===== src/rtl/seq_bcd_display_if.sv =====
// Handshake and display bus between the ALU result path and seq_bcd_display.
interface seq_bcd_display_if #(
    parameter int unsigned DW = 8,
    parameter int unsigned ND = 3
);
    logic            i_start;
    logic [DW-1:0]   i_bin;
    logic            o_busy;
    logic            o_done;
    logic [7*ND-1:0] o_seg;
    logic [6:0]      o_sign_seg;

    modport master (
        output i_start, i_bin,
        input  o_busy, o_done, o_seg, o_sign_seg
    );

    modport slave (
        input  i_start, i_bin,
        output o_busy, o_done, o_seg, o_sign_seg
    );
endinterface


===== src/rtl/seq_bcd_display.sv =====
// Sequential signed-binary to ND-digit 7-segment driver (iterative double-dabble).
// Optional leading-zero blanking when SEQ_BCD_LZB_EN is defined.
module seq_bcd_display #(
    parameter int unsigned DW             = 8,
    parameter int unsigned ND             = 3,
    parameter bit          SEG_ACTIVE_LOW = 1'b1
) (
    input  logic              clk,
    input  logic              rst,
    seq_bcd_display_if.slave  bus
);
    localparam int unsigned BW = 4 * ND;
    localparam int unsigned SW = 7 * ND;
    localparam int unsigned CW = (DW > 1) ? $clog2(DW) : 1;

    localparam logic [1:0] S_IDLE  = 2'd0;
    localparam logic [1:0] S_CONV  = 2'd1;
    localparam logic [1:0] S_LATCH = 2'd2;

    localparam logic [6:0] SEG_MINUS = 7'h40;
    localparam logic [6:0] SEG_BLANK = 7'h00;
    localparam logic [6:0] PIN_BLANK = SEG_ACTIVE_LOW ? ~SEG_BLANK : SEG_BLANK;

    function automatic logic [63:0] pow10(input int unsigned n);
        logic [63:0] r;
        r = 64'd1;
        for (int unsigned k = 0; k < n; k++) r = r * 64'd10;
        return r;
    endfunction

    localparam bit CFG_OK = (DW >= 2) && (DW <= 32) && (ND >= 1) &&
                            (pow10(ND) > (64'd1 << (DW - 1)));

    generate
        if (!CFG_OK) begin : g_cfg_err
            $error("seq_bcd_display: illegal DW/ND (need 2<=DW<=32 and 10^ND > 2^(DW-1))");
        end
    endgenerate

    // Active-high segment pattern {g,f,e,d,c,b,a}; out-of-range nibbles show blank.
    function automatic logic [6:0] seg_enc(input logic [3:0] d);
        case (d)
            4'd0:    return 7'h3F;
            4'd1:    return 7'h06;
            4'd2:    return 7'h5B;
            4'd3:    return 7'h4F;
            4'd4:    return 7'h66;
            4'd5:    return 7'h6D;
            4'd6:    return 7'h7D;
            4'd7:    return 7'h07;
            4'd8:    return 7'h7F;
            4'd9:    return 7'h6F;
            default: return SEG_BLANK;
        endcase
    endfunction

    function automatic logic [6:0] seg_pol(input logic [6:0] s);
        return SEG_ACTIVE_LOW ? ~s : s;
    endfunction

    logic [1:0]    state_q, state_nxt;
    logic          sign_q, sign_nxt;
    logic [DW-1:0] mag_q, mag_nxt;
    logic [BW-1:0] bcd_q, bcd_nxt;
    logic [CW-1:0] cnt_q, cnt_nxt;
    logic [SW-1:0] seg_q, seg_nxt;
    logic [6:0]    sign_seg_q, sign_seg_nxt;
    logic          busy_q, busy_nxt;
    logic          done_q, done_nxt;

    logic          accept;
    logic [BW-1:0] bcd_adj;
    logic [3:0]    dig;
    logic [6:0]    code;
    logic [ND-1:0] lzb_blank;
    logic          lz_run;

    // State and datapath registers
    always_ff @(posedge clk or negedge rst) begin
        if (!rst) begin
            state_q    <= S_IDLE;
            sign_q     <= 1'b0;
            mag_q      <= '0;
            bcd_q      <= '0;
            cnt_q      <= '0;
            seg_q      <= {ND{PIN_BLANK}};
            sign_seg_q <= PIN_BLANK;
            busy_q     <= 1'b0;
            done_q     <= 1'b0;
        end else begin
            state_q    <= state_nxt;
            sign_q     <= sign_nxt;
            mag_q      <= mag_nxt;
            bcd_q      <= bcd_nxt;
            cnt_q      <= cnt_nxt;
            seg_q      <= seg_nxt;
            sign_seg_q <= sign_seg_nxt;
            busy_q     <= busy_nxt;
            done_q     <= done_nxt;
        end
    end

    // Next-state, conversion step and output latch
    always_comb begin
        state_nxt    = state_q;
        sign_nxt     = sign_q;
        mag_nxt      = mag_q;
        bcd_nxt      = bcd_q;
        cnt_nxt      = cnt_q;
        seg_nxt      = seg_q;
        sign_seg_nxt = sign_seg_q;
        busy_nxt     = busy_q;
        done_nxt     = 1'b0;
        accept       = 1'b0;
        bcd_adj      = bcd_q;
        dig          = 4'd0;
        code         = SEG_BLANK;
        lzb_blank    = '0;
        lz_run       = 1'b1;

        case (state_q)
            S_IDLE: begin
                busy_nxt = 1'b0;
                accept   = bus.i_start;
            end
            S_CONV: begin
                busy_nxt = 1'b1;
                for (int i = 0; i < int'(ND); i++) begin
                    if (bcd_q[4*i +: 4] >= 4'd5) bcd_adj[4*i +: 4] = bcd_q[4*i +: 4] + 4'd3;
                end
                {bcd_nxt, mag_nxt} = {bcd_adj, mag_q} << 1;
                cnt_nxt = cnt_q + CW'(1);
                if (cnt_q == CW'(DW - 1)) begin
                    state_nxt = S_LATCH;
                    cnt_nxt   = '0;
                end
            end
            S_LATCH: begin
`ifdef SEQ_BCD_LZB_EN
                // Blank every digit above the most significant nonzero one; units always shows.
                for (int i = int'(ND) - 1; i >= 1; i--) begin
                    if (bcd_q[4*i +: 4] != 4'd0) lz_run = 1'b0;
                    lzb_blank[i] = lz_run;
                end
`endif
                for (int i = 0; i < int'(ND); i++) begin
                    dig  = bcd_q[4*i +: 4];
                    code = lzb_blank[i] ? SEG_BLANK : seg_enc(dig);
                    seg_nxt[7*i +: 7] = seg_pol(code);
                end
                sign_seg_nxt = seg_pol(sign_q ? SEG_MINUS : SEG_BLANK);
                done_nxt     = 1'b1;
                busy_nxt     = 1'b0;
                state_nxt    = S_IDLE;
                accept       = bus.i_start;
            end
            default: begin
                state_nxt = S_IDLE;
                busy_nxt  = 1'b0;
            end
        endcase

        // Capture a new request; back-to-back from LATCH keeps the throughput at DW+1
        if (accept) begin
            sign_nxt  = bus.i_bin[DW-1];
            mag_nxt   = bus.i_bin[DW-1] ? DW'(-bus.i_bin) : bus.i_bin;
            bcd_nxt   = '0;
            cnt_nxt   = '0;
            busy_nxt  = 1'b1;
            state_nxt = S_CONV;
        end
    end

    assign bus.o_busy     = busy_q;
    assign bus.o_done     = done_q;
    assign bus.o_seg      = seg_q;
    assign bus.o_sign_seg = sign_seg_q;
endmodule


===== src/flat_wrapper.sv =====
// flat-port wrapper written by rule: the top's interface ports become plain ports
module seq_bcd_display_flat 
#(
    parameter int unsigned DW             = 8,
    parameter int unsigned ND             = 3,
    parameter bit          SEG_ACTIVE_LOW = 1'b1
)
  (clk, rst, bus_i_start, bus_i_bin, bus_o_busy, bus_o_done, bus_o_seg, bus_o_sign_seg);
  seq_bcd_display_if #(.DW(DW), .ND(ND)) bus_i ();
  input  logic clk;
  input  logic rst;
  input wire logic [$bits(bus_i.i_start)-1:0] bus_i_start;
  input wire logic [$bits(bus_i.i_bin)-1:0] bus_i_bin;
  output wire logic [$bits(bus_i.o_busy)-1:0] bus_o_busy;
  output wire logic [$bits(bus_i.o_done)-1:0] bus_o_done;
  output wire logic [$bits(bus_i.o_seg)-1:0] bus_o_seg;
  output wire logic [$bits(bus_i.o_sign_seg)-1:0] bus_o_sign_seg;
  assign bus_i.i_start = bus_i_start;
  assign bus_i.i_bin = bus_i_bin;
  assign bus_o_busy = bus_i.o_busy;
  assign bus_o_done = bus_i.o_done;
  assign bus_o_seg = bus_i.o_seg;
  assign bus_o_sign_seg = bus_i.o_sign_seg;
  seq_bcd_display #(.DW(DW), .ND(ND), .SEG_ACTIVE_LOW(SEG_ACTIVE_LOW)) u_core (.clk(clk), .rst(rst), .bus(bus_i));
endmodule

===== config.mk =====
export PLATFORM = sky130hd
export DESIGN_NAME = seq_bcd_display_flat
export DESIGN_NICKNAME = d
export VERILOG_FILES = /design/src/rtl/seq_bcd_display_if.sv /design/src/rtl/seq_bcd_display.sv /design/src/flat_wrapper.sv
export SDC_FILE = /design/constraint.sdc
export NUM_CORES = 1
export LEC_CHECK = 0
export CAP_MARGIN = 40
export CORE_MARGIN = 3
export CORE_UTILIZATION = 45
export DETAILED_ROUTE_END_ITERATION = 12
export GPL_ROUTABILITY_DRIVEN = 1
export PLACE_DENSITY_LB_ADDON = 0.1
export SYNTH_ARGS = -nofsm -noshare
export SYNTH_HDL_FRONTEND = slang
export SYNTH_SLANG_ARGS = --single-unit

===== constraint.sdc =====
create_clock -name clk -period 1.4 [get_ports clk]
set_clock_uncertainty 0.05 [all_clocks]
set_input_delay 0.21 -clock clk [delete_from_list [all_inputs] [get_ports clk]]
set_output_delay 0.21 -clock clk [all_outputs]
set_load 0.02 [all_outputs]

==> results of run 1 <==
[power groups by stage]
stage               clock network (mW)  logic, mW  registers (mW)
finish                           0.890       5.30            2.88
global route                     0.978       5.90            3.02
CTS                              0.902       4.85            2.84
detailed placement                   0       4.85            2.87
global placement                     0       4.75            2.84
floorplan                            0       2.53            3.16
[area by class of cell]
type | count | area [sq um]
fill | 527 | 2100
multi-input combinational | 206 | 1520
sequential | 50 | 1280
timing repair buffer | 91 | 795
inverter | 24 | 110
tap | 75 | 93.8
clock buffer | 6 | 82.6
clock inverter | 2 | 11.3
[state kept, by name (all words and copies together) (netlist names)]
signal	count
u_core.bus.o_busy	1
u_core.bus.o_done	1
u_core.bcd_q	12
u_core.bus.o_sign_seg	1
u_core.state_q	2
u_core.bus.o_seg	21
u_core.cnt_q	3
u_core.sign_q	1
u_core.mag_q	8
[worst max path at each step]
| stage | slack (ns) | endpoint | startpoint |
|---|---|---|---|
| final | -0.003 | u_core.bcd_q[6] | u_core.bcd_q[4] |
| after global routing | -0.07 | u_core.bcd_q[6] | u_core.bcd_q[4] |
| after CTS | 0.0003 | bus_o_seg[7] | u_core.bus.o_seg[7] |
| after detailed placement | -0.78 | u_core.mag_q[6] | bus_i_bin[1] |
| after global placement | -0.74 | u_core.mag_q[6] | bus_i_bin[1] |
| after floorplan | -0.08 | u_core.mag_q[6] | bus_i_bin[1] |
[worst reg2reg max path, cell delays in order, from the launching register on]
cell	delay (ns)
dfrtp_2	0.46
ha_2	0.18
nand2b_1	0.15
a21oi_2	0.17
buf_4	0.15
nand3_1	0.07
o311ai_1	0.08
[metrics by stage]
step / power, mW / cell area (sq um) / utilization (%)
3_3_place_gp: 7.59 / 3590 / 60.0
4_1_cts: 8.60 / 3740 / 62.4
5_1_grt: 9.89 / 3890 / 64.9
3_5_place_dp: 7.72 / 3590 / 60.0
2_1_floorplan: 5.69 / 2890 / -
6_report: 9.07 / 3890 / 64.9
[kinds of logic after synthesis]
family,share of synthesized area (%)
xor gates and xnor gates,2.49
and+or+nand+nor,12.7
DFF,45.5
muxes,2.58
AOI/OAI and AO/OA,19.5
buffers and inverters,7.70
adders and majority gates,9.35
other,0.133
[per-layer routing]
layer,GRT usage (%),vias to the layer above,wire [um]
met5,0,-,0
met4,5.61,0,99
met3,2.52,9,224
met2,27.5,44,2880
met1,24.2,1067,2920
li1,-,1196,-
[layout by cell type (no fill, tap or decap), types with 3 or more instances in the layout]
cell	synthesis	final
o31ai_1	8	6
ha_4	0	4
clkdlybuf4s15_2	0	13
o22ai_1	13	11
buf_12	0	3
o21ai_0	35	24
a21oi_1	10	7
inv_2	0	7
buf_4	7	49
nand2b_4	0	3
ha_1	21	15
nor2_1	12	9
a31oi_1	3	3
conb_1	1	6
a32o_1	4	4
xnor2_1	6	5
buf_2	4	6
clkbuf_2	1	5
dfstp_2	22	22
inv_1	24	14
mux2i_1	5	5
o21ai_1	1	12
dlygate4sd2_1	0	4
dfrtp_1	28	27
nand2_1	39	39
nand3_1	5	5
nand2b_1	9	6
buf_6	0	4
clkbuf_8	0	6
clkdlybuf4s50_1	0	5
[repair_timing]
action	4_1_cts	5_1_grt
hold endpoints to repair	10	0
pin swaps	5	13
gates cloned	0	1
endpoints found under the setup margin	32	38
setup buffers	1	5
hold buffers	1	0
gates resized for setup	84	53
==> impl_metrics.tcl, run 1 <==
set metrics [dict create \
    power.switching_mw 3.72 \
    dpl.cell_count 439 \
    hold_path_startpoint "bus_i_bin[0]" \
    initialDrtViolationCount 77 \
    vias 2316 \
    seq_area_frac_synth_pct 45.5 \
    drc 0 \
    power_leakage_nw 1.79 \
    cts.sinks 50 \
    drt-total-wl_um 6130 \
    crit_cells 6 \
    yosysTopAreaCell "dfrtp_1" \
    fin_crit_ns 1.40 \
    yosysUniqueCellTypes 40 \
    syn_area_per_cell_sq_um 9.37 \
    report.final.slew_viol_count 0 \
    peakVddDrop_mv 1.07 \
    startpoint_type "flop" \
    gp_congestion 0.798 \
    antenna_found_initial 0 \
    clkPwrFrac_pct 9.8 \
    synth-seq-cells 50 \
    grt_pass1_wl_um 10300 \
    p_seq_share_pct 31.7 \
    fp.dieW_um 85.0 \
    num_antenna_cells 0 \
    port-buffer-count 34 \
    synth_edf_count 0 \
    wl_per_cell_um 13.5 \
    required_ns 1.54 \
    violations "setup timing" \
    drive_above_1_share_pct 40.6 \
    cp.arrival_ns 1.55 \
    synthCells 300 \
    path_cells "ha_2 -> nand2b_1 -> a21oi_2 -> buf_4 -> nand3_1 -> o311ai_1" \
    final_antenna_net_count 0 \
    synth-main-ff-cell "dfrtp_1" \
    io-pin-count 41 \
    critPathTopFamily "flip-flops" \
    max_stage_delay_ns 0.46 \
    fmax_mhz 713 \
    hold_viol 0 \
    p_per_area_nw_per_um2 2330 \
    r2r-end "u_core.bcd_q[6]" \
    dp_slack_ns -0.776 \
    cts_tree "built" \
    drv_cap 0 \
    slowest_stage "dfrtp_2" \
    cts_buffers 5 \
    synth_warnings 0 \
    synth_top_cell_area_share_pct 24.9 \
    cts_max_level 2 \
    critPathCaptureType "flop" \
    crit_buf_inv 1 \
    ys_async_sr_fraction_pct 100 \
    status "finished, violations left" \
    grt_pass1_vias 2171 \
    hold_ws_ns 0.159 \
    die_area_sq_um 7230 \
    final_cells 454 \
    drtPass1Iterations 4 \
    area_growth_pct 38.4 \
    grt_overflow 0 \
    netlist_area_sq_um 2810 \
    setup_viol 1 \
    p_comb_share_pct 58.5 \
    crit_type "flop to flop" \
    internal-power_mw 5.34 \
    min_path_type "input port to flop" \
    yosysMostFrequentCell "nand2_1" \
    worst_r2r_startpoint "u_core.bcd_q[4]" \
    layout_setup_ws_ns -0.00316 \
    grt_max_degree 45 \
    drt-vias-per-instance 5.10 \
    crit_fanout 4 \
    sw_frac_of_total_pct 41.1 \
    die-height_um 85.0 \
    cts_root_buffer "clkbuf_8" \
    worstSkewPairLatency_ns 0.30 \
    clockBufferDepth 2 \
    start_util_pct 46.9 \
    grt_setup_unrepaired "yes" \
    holdPathStages 3 \
    period_share_pct 100 \
    whs_endpoint "u_core.mag_q[0]" \
    rrSetupSlack_ns -0.003 \
    rr_worst_depth 6 \
    dp_hpwl_um 4290 \
    tns_ns -0.00316 \
    final_nets 410 \
    core-area_sq_um 5990 \
    synth.area.top_cells "dfrtp_1 25%, dfstp_2 21%, ha_1 9.3%" \
    path_clk_slew_ns 0.10 \
    rows 28 \
    yosys-top-cells-count "39 x nand2_1, 35 x o21ai_0, 28 x dfrtp_1" \
    grt_usage_pct 17.3 \
]
Power figures use the tool's default switching activity.
==> run 2: changes to the inputs <==
Settings changed: CORE_UTILIZATION 45 to 44.
==> run 2 against run 1 <==
Against the previous run: the run now ends clean; sequential power up 1%; total power up 2.7%; critical path type is now input port to flop; critical endpoint is now u_core.mag_q[6]; clock power about the same.
==> impl_metrics.tcl, run 2 (synthesized netlist as in run 1, its figures left out) <==
set metrics [dict create \
    die_area_sq_um 7380 \
    io-pin-count 41 \
    tns_ns 0 \
    area_growth_pct 40.9 \
    startpoint_type "input port" \
    cts_root_buffer "clkbuf_8" \
    worstSkewPairLatency_ns 0.31 \
    grt_pass1_vias 2158 \
    critPathCaptureType "flop" \
    wl_per_cell_um 13.5 \
    p_per_area_nw_per_um2 2350 \
    drive_above_1_share_pct 41.4 \
    hold_path_startpoint "bus_i_bin[0]" \
    hold_ws_ns 0.144 \
    holdPathStages 3 \
    max_stage_delay_ns 0.37 \
    num_antenna_cells 0 \
    r2r-end "u_core.bcd_q[5]" \
    path_cells "buf_2 -> inv_12 -> ha_4 -> or3b_4 -> or3_4 -> mux2i_1 -> o21ai_1" \
    peakVddDrop_mv 1.27 \
    drt-total-wl_um 6110 \
    crit_fanout 2 \
    power_leakage_nw 1.80 \
    final_nets 408 \
    port-buffer-count 34 \
    final_cells 452 \
    vias 2364 \
    initialDrtViolationCount 132 \
    grt_usage_pct 16.7 \
    rows 28 \
    startpoint "bus_i_bin[1]" \
    slowest_stage "or3b_4" \
    cts_buffers 5 \
    whs_endpoint "u_core.mag_q[0]" \
    gp_congestion 0.771 \
    dpl.cell_count 440 \
    required_ns 1.54 \
    start_util_pct 46.4 \
    grt_overflow 0 \
    period_share_pct 98.9 \
    hold_viol 0 \
    final_antenna_net_count 0 \
    fmax_mhz 722 \
    largest_reg_flops 21 \
    fin_util_pct 65.3 \
    setup_viol 0 \
    crit_type "input port to flop" \
    drt-vias-per-instance 5.23 \
    layout_commonest_cell "buf_4" \
    critPathTopFamily "simple AND/OR/NAND/NOR gates" \
    path_clk_slew_ns 0.09 \
    fin_crit_ns 1.38 \
    cts_max_level 2 \
    cp.arrival_ns 1.52 \
    worst_r2r_startpoint "u_core.bcd_q[4]" \
    drc 0 \
    die-height_um 85.9 \
    core-area_sq_um 6060 \
    status "completed" \
    clockBufferDepth 2 \
    cts_tree "built" \
    dp_hpwl_um 4340 \
    power_mw 9.31 \
    grt_pass1_wl_um 9950 \
    min_path_type "input port to flop" \
    rrSetupSlack_ns 0.03 \
    report.final.slew_viol_count 0 \
    antenna_found_initial 0 \
    final_cell_mix "47 x buf_4, 37 x nand2_1, 26 x dfrtp_1" \
    crit_buf_inv 2 \
    grt_max_degree 51 \
    rr_worst_depth 5 \
    cts.sinks 50 \
    fp.dieW_um 85.9 \
    drtPass1Iterations 4 \
    grt_setup_unrepaired "yes" \
    drv_cap 0 \
]
-- run 2: changes by cell type in the layout (fill, tap and decap cells not counted), sizes merged --
cell and delta:
clkdlybuf4s15 +6, dlymetal6s2s +2, dlygate4sd2 -2, clkbuf -4, buf -4
-- run 2: cell type report --
cell class	count	area [sq um]
Clock buffer	6	82.6
Clock inverter	2	11.3
Fill cell	508	2100
Inverter	24	108
Multi-Input combinational cell	206	1580
Sequential cell	50	1280
Tap cell	75	93.8
Timing Repair Buffer	89	805
-- run 2: per-stage QoR --
| stage | setup slack [ns] | cell area, sq um |
|---|---|---|
| 2_1_floorplan | -0.0767 | 2890 |
| 3_3_place_gp | -0.743 | 3600 |
| 3_5_place_dp | -0.765 | 3600 |
| 4_1_cts | -0.113 | 3740 |
| 5_1_grt | -0.115 | 3960 |
| 6_report | 0.0155 | 3960 |
-- run 2: report_power, final --
part	internal, mW	total, mW	switching [mW]
logic	2.72	5.51	2.79
clock network	0.400	0.889	0.490
registers	2.32	2.92	0.591
total	5.44	9.31	3.87
-- run 2: worst max-delay path by stage --
stage / cells past startpoint / slack [ns] / endpoint
after floorplan: 6 / -0.08 / u_core.mag_q[6]
after global placement: 7 / -0.74 / u_core.mag_q[6]
after detailed placement: 7 / -0.77 / u_core.mag_q[6]
after CTS: 7 / -0.11 / u_core.mag_q[6]
after global routing: 6 / -0.11 / u_core.bcd_q[8]
final: 7 / 0.02 / u_core.mag_q[6]
-- run 2: what timing repair did --
action,CTS,global route
pin swaps,1,9
endpoints found under the hold margin,28,0
setup endpoints to repair,36,28
hold buffers,1,0
buffers inserted,1,2
resized for setup,78,65
-- run 2: worst min-delay path, stage by stage --
cell and delay [ns]:
clkbuf_2 0.12, inv_6 0.06, o21ai_0 0.07
-- run 2: metal layers --
layer / vias up / wire length, um / GRT usage (%)
li1: 1180 / - / -
met1: 1121 / 2780 / 22.4
met2: 55 / 2970 / 27.5
met3: 8 / 279 / 3.46
met4: 0 / 83 / 4.60
met5: - / 0 / 0
